===== src/rtl/lr_train_ctrl.sv =====
// Sequencer for a logistic-regression training datapath.
// It walks the data points in descending order over the requested epochs and fetches features, then strobes predict, error and update.
module lr_train_ctrl #(
  parameter int NUM_FEAT = 4,
  parameter int AW       = 5,
  parameter int EPW      = 8
) (
  input  logic           CLK,
  input  logic           RST,
  input  logic           start,
  input  logic [2:0]     num_dp,
  input  logic [EPW-1:0] num_epochs,
  input  logic           pause,
  input  logic           abort,
  output logic           ram_rd,
  output logic [AW-1:0]  ram_addr,
  output logic           feat_ld,
  output logic [1:0]     feat_idx,
  output logic           pred_en,
  output logic           err_en,
  output logic           upd_en,
  output logic [2:0]     dp_idx,
  output logic [EPW-1:0] epoch_cnt,
  output logic           busy,
  output logic           done
);

  localparam int FCW = $clog2(NUM_FEAT + 1);
  localparam logic [FCW-1:0] FLAST = FCW'(NUM_FEAT);

  typedef enum logic [2:0] {
    IDLE, FETCH, PRED, ERR, UPD, WAIT, DONE
  } state_t;

  state_t         state, state_n;
  logic [FCW-1:0] fcnt, fcnt_n;
  logic [2:0]     dp_n, ndp_q, ndp_n;
  logic [EPW-1:0] ep_n, nep_q, nep_n, ep_inc;

  assign ep_inc = epoch_cnt + 1'b1;

  always_ff @(posedge CLK) begin
    if (RST) begin
      state     <= IDLE;
      fcnt      <= '0;
      dp_idx    <= '0;
      epoch_cnt <= '0;
      ndp_q     <= '0;
      nep_q     <= '0;
    end else begin
      state     <= state_n;
      fcnt      <= fcnt_n;
      dp_idx    <= dp_n;
      epoch_cnt <= ep_n;
      ndp_q     <= ndp_n;
      nep_q     <= nep_n;
    end
  end

  always_comb begin
    state_n  = state;
    fcnt_n   = fcnt;
    dp_n     = dp_idx;
    ep_n     = epoch_cnt;
    ndp_n    = ndp_q;
    nep_n    = nep_q;
    ram_rd   = 1'b0;
    ram_addr = '0;
    feat_ld  = 1'b0;
    feat_idx = '0;
    pred_en  = 1'b0;
    err_en   = 1'b0;
    upd_en   = 1'b0;
    done     = 1'b0;
    busy     = (state != IDLE);

    case (state)
      IDLE: begin
        if (start) begin
          if (num_dp != 3'd0 && num_epochs != '0) begin
            ndp_n   = num_dp;
            nep_n   = num_epochs;
            dp_n    = num_dp - 3'd1;
            ep_n    = '0;
            fcnt_n  = '0;
            state_n = FETCH;
          end else begin
            state_n = DONE;
          end
        end
      end
      FETCH: begin
        // RAM data returns one cycle after the read, so the load lags the address by one
        ram_rd  = (fcnt != FLAST);
        feat_ld = (fcnt != '0);
        if (ram_rd) ram_addr = AW'(NUM_FEAT * int'(dp_idx) + int'(fcnt));
        if (feat_ld) feat_idx = 2'(fcnt - 1'b1);
        if (fcnt == FLAST) begin
          fcnt_n  = '0;
          state_n = PRED;
        end else begin
          fcnt_n = fcnt + 1'b1;
        end
      end
      PRED: begin
        pred_en = 1'b1;
        state_n = ERR;
      end
      ERR: begin
        err_en  = 1'b1;
        state_n = UPD;
      end
      UPD: begin
        upd_en  = 1'b1;
        state_n = pause ? WAIT : FETCH;
        if (dp_idx != 3'd0) begin
          dp_n = dp_idx - 3'd1;
        end else begin
          ep_n = ep_inc;
          if (ep_inc == nep_q) state_n = DONE;
          else dp_n = ndp_q - 3'd1;
        end
      end
      WAIT: begin
        if (!pause) state_n = FETCH;
      end
      DONE: begin
        done    = 1'b1;
        state_n = IDLE;
      end
      default: state_n = IDLE;
    endcase

    // abort wins over every other transition and freezes the counters
    if (abort && state != IDLE) begin
      state_n = IDLE;
      fcnt_n  = '0;
      dp_n    = dp_idx;
      ep_n    = epoch_cnt;
    end
  end

endmodule


===== config.mk =====
export PLATFORM = sky130hd
export DESIGN_NAME = lr_train_ctrl
export DESIGN_NICKNAME = d
export VERILOG_FILES = /design/src/rtl/lr_train_ctrl.sv
export SDC_FILE = /design/constraint.sdc
export NUM_CORES = 1
export LEC_CHECK = 0
export BUFFER_PORTS_ARGS = -buffer_cell sky130_fd_sc_hd__buf_2
export CAP_MARGIN = 25
export CORE_MARGIN = 5
export CORE_UTILIZATION = 49
export DETAILED_ROUTE_END_ITERATION = 16
export MAX_ROUTING_LAYER = met4
export PLACE_DENSITY = 0.81
export RECOVER_POWER = 25
export SLEW_MARGIN = 20
export SYNTH_ARGS = -nofsm -noshare
export SYNTH_HDL_FRONTEND = slang
export SYNTH_SLANG_ARGS = --single-unit

===== constraint.sdc =====
create_clock -name CLK -period 2.4 [get_ports CLK]
set_input_delay 0.48 -clock CLK [delete_from_list [all_inputs] [get_ports CLK]]
set_output_delay 0.48 -clock CLK [all_outputs]
set_load 0.01 [all_outputs]

==> flow_metrics.py, run 1 <==
metrics = {
    "cells_and_area": {
        "layout_commonest_cell": "nor2_1",
        "drive_gt1_frac": 0.190,
        "layout_common_cells": "nor2_1 (40), buf_2 (32), dfxtp_1 (27), a21oi_1 (18), nand2_1 (13)",
        "num-fill-cells": 360,
        "syn_to_final_growth_pct": 19.8,
        "final_nets": 302,
        "antenna-diode-count": 0,
    },
    "critical_path": {
        "rrSetupSlack_ps": 160,
        "endpoint_kind": "flip-flop",
        "reg2reg_to": "dp_idx[1]",
        "ff2ff_path_depth": 8,
        "cp_data_arrival_time_ps": 2460,
        "crit_type": "flip-flop to flip-flop",
        "start_kind": "flip-flop",
        "critical_path.reg2reg.startpoint": "epoch_cnt[1]",
        "crit_end": "dp_idx[1]",
        "cp.required_ps": 2620,
        "critPathLaunch": "epoch_cnt[1]",
        "crit_path_max_fanout": 6,
    },
    "clock_network": {
        "cts_buffer_depth": 2,
        "cts_tree": "built",
        "htree_levels": 1,
        "cts_buffers": 3,
        "clk_latency_ps": 280,
        "cts.sinks": 28,
        "clockRootBuffer": "clkbuf_8",
        "clk_pin_slew_worst_paths_ps": 100,
    },
    "power_and_ir_drop": {
        "p_int_mw": 0.802,
        "vdd_drop_max_mv": 0.263,
        "p_sw_mw": 0.387,
        "p_seq_frac": 0.449,
        "p_sw_frac": 0.325,
        "p_per_area_nw_per_um2": 547,
        "clock_power_share": 0.251,
        "combPwrFrac": 0.299,
        "p_leak_nw": 0.955,
    },
    "yosys": {
        "synthSimpleGateAreaFrac": 0.286,
        "synth_largest_area_cell": "dfxtp_1",
        "synth_top_family_by_area": "simple AND/OR/NAND/NOR gates",
        "syn_inst": 234,
        "ys_seq_elements": 28,
        "synth.area.top_cells": "dfxtp_1 (31%), nor2_1 (8.3%), mux2i_1 (6.1%)",
        "synth_xor_xnor_area_share": 0.0483,
        "yosysSeqAreaShare": 0.309,
        "synth_area_sq_um": 1810,
        "muxShareOfSynthArea": 0.0607,
        "synthesis.nets": 256,
        "synth_enable_flop_cells": 0,
        "synth_area_per_cell_sq_um": 7.75,
        "yosys_warnings": 0,
        "yosysTopAreaCellShare": 0.309,
        "synth_cell_types": 45,
        "async_flop_share": 0,
        "synthFlopType": "dfxtp_1",
        "synthAdderAreaFrac": 0.0414,
        "synth-compound-area-share": 0.207,
    },
    "routing": {
        "wirelength_mm": 4.66,
        "drt_iter0_markers": 148,
        "wl_per_cell_microns": 14.3,
        "antenna_left": 0,
        "drc": 0,
        "firstDrtPassIters": 4,
        "route.vias.total": 1886,
        "viasPerCell": 5.77,
    },
    "grt": {
        "antenna_found_initial": 0,
        "gr-total-overflow": 0,
        "grt_pass1_vias": 1776,
        "grt_usage": 0.193,
        "grt_pass1_wl_mm": 7.85,
        "grt_max_degree": 26,
    },
    "sta": {
        "finalHoldViolCount": 0,
        "worst_pin_slew_ps": 474,
        "tns_ps": 0,
        "max_freq_mhz": 446,
        "fin_crit_ps": 2240,
        "setup-violations-final": 0,
        "max_slew_margin": 0.684,
        "rsz0062_at_grt": "no",
        "hold_ws_ps": 443,
        "fin_crit_sh": 0.933,
        "maxSlewViolCount": 0,
        "fin_worst_skew_ps": 4.43,
    },
    "floorplanning": {
        "std_cell_rows": 22,
        "io_pins": 41,
        "die_w_microns": 70.9,
        "dieArea_sq_um": 5020,
        "start_util": 0.499,
        "coreArea_sq_um": 3630,
        "die_y_microns": 70.9,
    },
    "outcome": {
        "status": "finished clean",
    },
    "place": {
        "dp_hpwl_mm": 3.44,
        "portBuffers": 40,
        "routabilityCongestion": 0.921,
    },
    "min_path": {
        "hp-class": "input pin to flip-flop",
    },
    "job": {
        "maxCapViolations": 0,
    },
}
synth_stat cells, drive strengths merged, types with 2 or more instances:
| master | n |
|---|---|
| nand2 | 13 |
| o21ai | 11 |
| a21o | 3 |
| or3 | 6 |
| o211ai | 4 |
| ha | 6 |
| nand4b | 2 |
| a21oi | 18 |
| clkbuf | 10 |
| xor2 | 4 |
| nor4 | 2 |
| nor3 | 6 |
| a22oi | 2 |
| a221oi | 2 |
| nand3 | 7 |
| nor2b | 5 |
| and2 | 7 |
| mux2i | 11 |
| or3b | 3 |
| nor2 | 40 |
| a31oi | 4 |
| buf | 4 |
| and3 | 3 |
| xnor2 | 6 |
| a2111oi | 2 |
| or4 | 3 |
| o21a | 2 |
| dfxtp | 28 |
| inv | 8 |
worst min path at each step:
stage / startpoint / endpoint / slack (ps) / cells past startpoint
global route: num_epochs[6] / nep_q[6] / 460 / 3
global placement: ndp_q[0] / ndp_q[0] / 470 / 2
detailed placement: ndp_q[1] / ndp_q[1] / 500 / 2
floorplan: ndp_q[0] / ndp_q[0] / 460 / 2
finish: num_epochs[1] / nep_q[1] / 440 / 3
CTS: num_epochs[1] / nep_q[1] / 440 / 3
per-layer routing:
layer / vias to the layer above / routed length [microns] / track usage
met4: 0 / 62 / 0.0835
met1: 878 / 2080 / 0.242
li1: 933 / - / -
met2: 70 / 2260 / 0.309
met5: - / 0 / -
met3: 5 / 258 / 0.0284
flip-flops by register name, indices dropped and copies added (netlist names):
signal     count
ndp_q          3
epoch_cnt      8
state          3
nep_q          8
fcnt           3
dp_idx         3
power by group through the flow:
stage | sequential [mW] | clock [mW] | combinational (mW)
CTS | 0.534 | 0.301 | 0.355
floorplan | 0.541 | 0 | 0.243
detailed placement | 0.544 | 0 | 0.352
finish | 0.535 | 0.299 | 0.356
global route | 0.541 | 0.320 | 0.393
global placement | 0.543 | 0 | 0.341
kinds of logic (layout without fill, tap and decap cells):
kind of cell / after synthesis / count (layout)
flops: 28 / 28
simple gates: 101 / 101
xor+xnor: 10 / 10
compound gates: 56 / 56
fa+ha+maj: 6 / 6
mux: 11 / 11
buf+inv: 22 / 67
cell type report:
cell class              count  area (sq um)  area share
inverters                   8          30.0      0.0138
flip-flops and latches     28           562       0.258
multi-input cells         184          1180       0.542
well taps                  48          60.1      0.0276
clock buffers               4          55.1      0.0253
repair buffers             55           288       0.132
critical path: stages, from the launching register on:
cell	delay (ps)
dfxtp_1	440
ha_1	200
nand2_1	80
or3_1	380
a2111oi_1	430
o211ai_1	150
buf_4	190
a31o_1	200
a21oi_1	100
repair_timing:
action	CTS	global route
endpoints found under the setup margin	0	4
hold endpoints to repair	0	0
resized for setup	0	4
setup buffers	0	1
hold buffers	0	0
stage by stage:
| step | cells | worst slack (ps) | cell area [sq um] | util | power (mW) |
|---|---|---|---|---|---|
| after global placement | 322 | 257 | 2120 | 0.584 | 0.884 |
| after CTS | 326 | 11.0 | 2180 | 0.599 | 1.19 |
| after detailed placement | 322 | 55.9 | 2120 | 0.584 | 0.896 |
| after floorplan | 234 | 64.0 | 1810 | - | 0.785 |
| after global routing | 327 | 2.01 | 2170 | 0.598 | 1.25 |
| final | 327 | 160 | 2170 | 0.598 | 1.19 |
Note: power is estimated with default switching activity, not from simulation.
==> inputs of run 2 (changes only) <==
Settings changed: CORE_UTILIZATION 49 to 58, PLACE_DENSITY 0.81 to 0.9.
Clock period 2.4 ns to 2.6 ns, I/O delays scaled along.
==> run 2 against run 1 <==
Design area shrank 2.5%. Via count shrank 3.0%. Power shrank 13%. Highest routed layer unchanged. Combinational power shrank 12%. Sequential share of layout area grew 0.66 points. Non-clock buffer count shrank 4. Setup slack gained 22 ps. Global-route usage grew 2.7 points. Sequential cell count is the same. Clock power shrank 27%. Final cell count shrank 2.4%.
==> flow_metrics.py, run 2 (synthesis results as in run 1) <==
metrics = {
    "outcome": {
        "status": "finished clean",
    },
    "place": {
        "routabilityCongestion": 0.868,
        "dp_hpwl_mm": 3.40,
        "portBuffers": 40,
        "post-place-ws_ps": 53.2,
    },
    "routing": {
        "firstDrtPassIters": 5,
        "route.vias.total": 1829,
        "dr_wl_met3_microns": 276,
        "met2_length_mm": 2.23,
        "dr.max_layer_used": "met4",
        "viasPerCell": 5.73,
        "drt_iter0_markers": 129,
        "drc": 0,
        "wirelength_mm": 4.58,
        "wl_per_cell_microns": 14.4,
        "antenna_left": 0,
        "wl_met1_mm": 1.96,
    },
    "cells_and_area": {
        "final_nets": 298,
        "layout_common_cells": "nor2_1 (40), buf_2 (32), dfxtp_1 (27), a21oi_1 (18), nand2_1 (13)",
        "fin_util": 0.700,
        "antenna-diode-count": 0,
        "drive_gt1_frac": 0.182,
        "layout_commonest_cell": "nor2_1",
        "num-fill-cells": 247,
        "reg_top3": "epoch_cnt (8), nep_q (8)",
        "syn_to_final_growth_pct": 16.8,
    },
    "clock_network": {
        "clockRootBuffer": "clkbuf_4",
        "cts_buffer_depth": 2,
        "htree_levels": 1,
        "clk_pin_slew_worst_paths_ps": 150,
        "cts.sinks": 28,
        "cts_buffers": 3,
        "hold_buffers": 0,
        "cts_tree": "built",
        "clk_latency_ps": 340,
    },
    "sta": {
        "setup_slack_ps": 182,
        "fin_crit_ps": 2420,
        "setup-violations-final": 0,
        "tns_ps": 0,
        "max_slew_margin": 0.687,
        "worst_pin_slew_ps": 469,
        "finalHoldViolCount": 0,
        "hold_ws_ps": 434,
        "fin_worst_skew_ps": 7.20,
        "rsz0062_at_grt": "no",
        "max_freq_mhz": 414,
        "fin_crit_sh": 0.930,
        "maxSlewViolCount": 0,
    },
    "floorplanning": {
        "die_y_microns": 65.9,
        "start_util": 0.599,
        "die_w_microns": 65.9,
        "coreArea_sq_um": 3030,
        "io_pins": 41,
        "dieArea_sq_um": 4350,
        "std_cell_rows": 20,
    },
    "critical_path": {
        "cp.required_ps": 2880,
        "path_cells": "nand3_1, or3_1, a2111oi_1, o211ai_1, buf_4, a31o_1, a21oi_1",
        "crit_path_max_fanout": 8,
        "critPathMaxStageDelay_ps": 500,
        "critical_path.reg2reg.startpoint": "epoch_cnt[3]",
        "endpoint_kind": "flip-flop",
        "critPathLaunch": "epoch_cnt[3]",
        "cp_data_arrival_time_ps": 2690,
        "cp_slowest_cell": "dfxtp_1",
        "ff2ff_path_depth": 7,
        "crit_type": "flip-flop to flip-flop",
        "start_kind": "flip-flop",
    },
    "grt": {
        "grt_usage": 0.221,
        "grt_pass1_wl_mm": 7.48,
        "grt_pass1_vias": 1723,
        "gr-total-overflow": 0,
        "grt_max_degree": 26,
        "antenna_found_initial": 0,
    },
    "power_and_ir_drop": {
        "vdd_drop_max_mv": 0.401,
        "power_mw": 1.03,
        "p_leak_nw": 0.935,
        "p_per_area_nw_per_um2": 487,
    },
    "min_path": {
        "hp-class": "input pin to flip-flop",
        "min_from": "num_epochs[6]",
        "holdPathStages": 3,
    },
    "job": {
        "maxCapViolations": 0,
    },
}
==> run 2: cell type report <==
type	instances	area, sq um	area share
Clock buffer	4	36.3	0.0171
Inverter	8	30.0	0.0142
Multi-Input combinational cell	184	1170	0.551
Sequential cell	28	562	0.265
Tap cell	44	55.1	0.0260
Timing Repair Buffer	51	269	0.127
==> run 2: power breakdown <==
part	internal, mW	switching [mW]	total [mW]
registers	0.461	0.0431	0.504
logic	0.139	0.173	0.312
clock network	0.0859	0.131	0.217
==> run 2: worst paths after layout <==
| check | to | slack [ps] |
|---|---|---|
| min reg2reg | ndp_q[0] | 520 |
| max reg2reg | dp_idx[1] | 180 |
| max | dp_idx[1] | 180 |
| min | nep_q[6] | 430 |
==> run 2: per-stage QoR <==
stage / cells / cell area [sq um]
floorplan: 234 / 1810
global placement: 314 / 2090
detailed placement: 314 / 2090
CTS: 318 / 2120
global route: 319 / 2120
finish: 319 / 2120
==> run 2: metal layers <==
layer,GRT usage,vias to the layer above
met1,0.260,832
met4,0.112,0
li1,-,917
met2,0.364,65
met3,0.0340,15
met5,-,-
==> run 2: what timing repair did <==
item,in CTS,in global routing
resized for setup,0,2
buffers inserted,0,1
pin swaps,1,1
setup endpoints to repair,2,4
endpoints found under the hold margin,0,0
==> run 2: worst max-delay path, delay by kind of cell (launching register included) <==
family | cells | cell delay [ps]
AO/OA/AOI/OAI | 4 | 960
AND/OR/NAND/NOR | 2 | 700
flip-flops | 1 | 500
buffers and inverters | 1 | 200
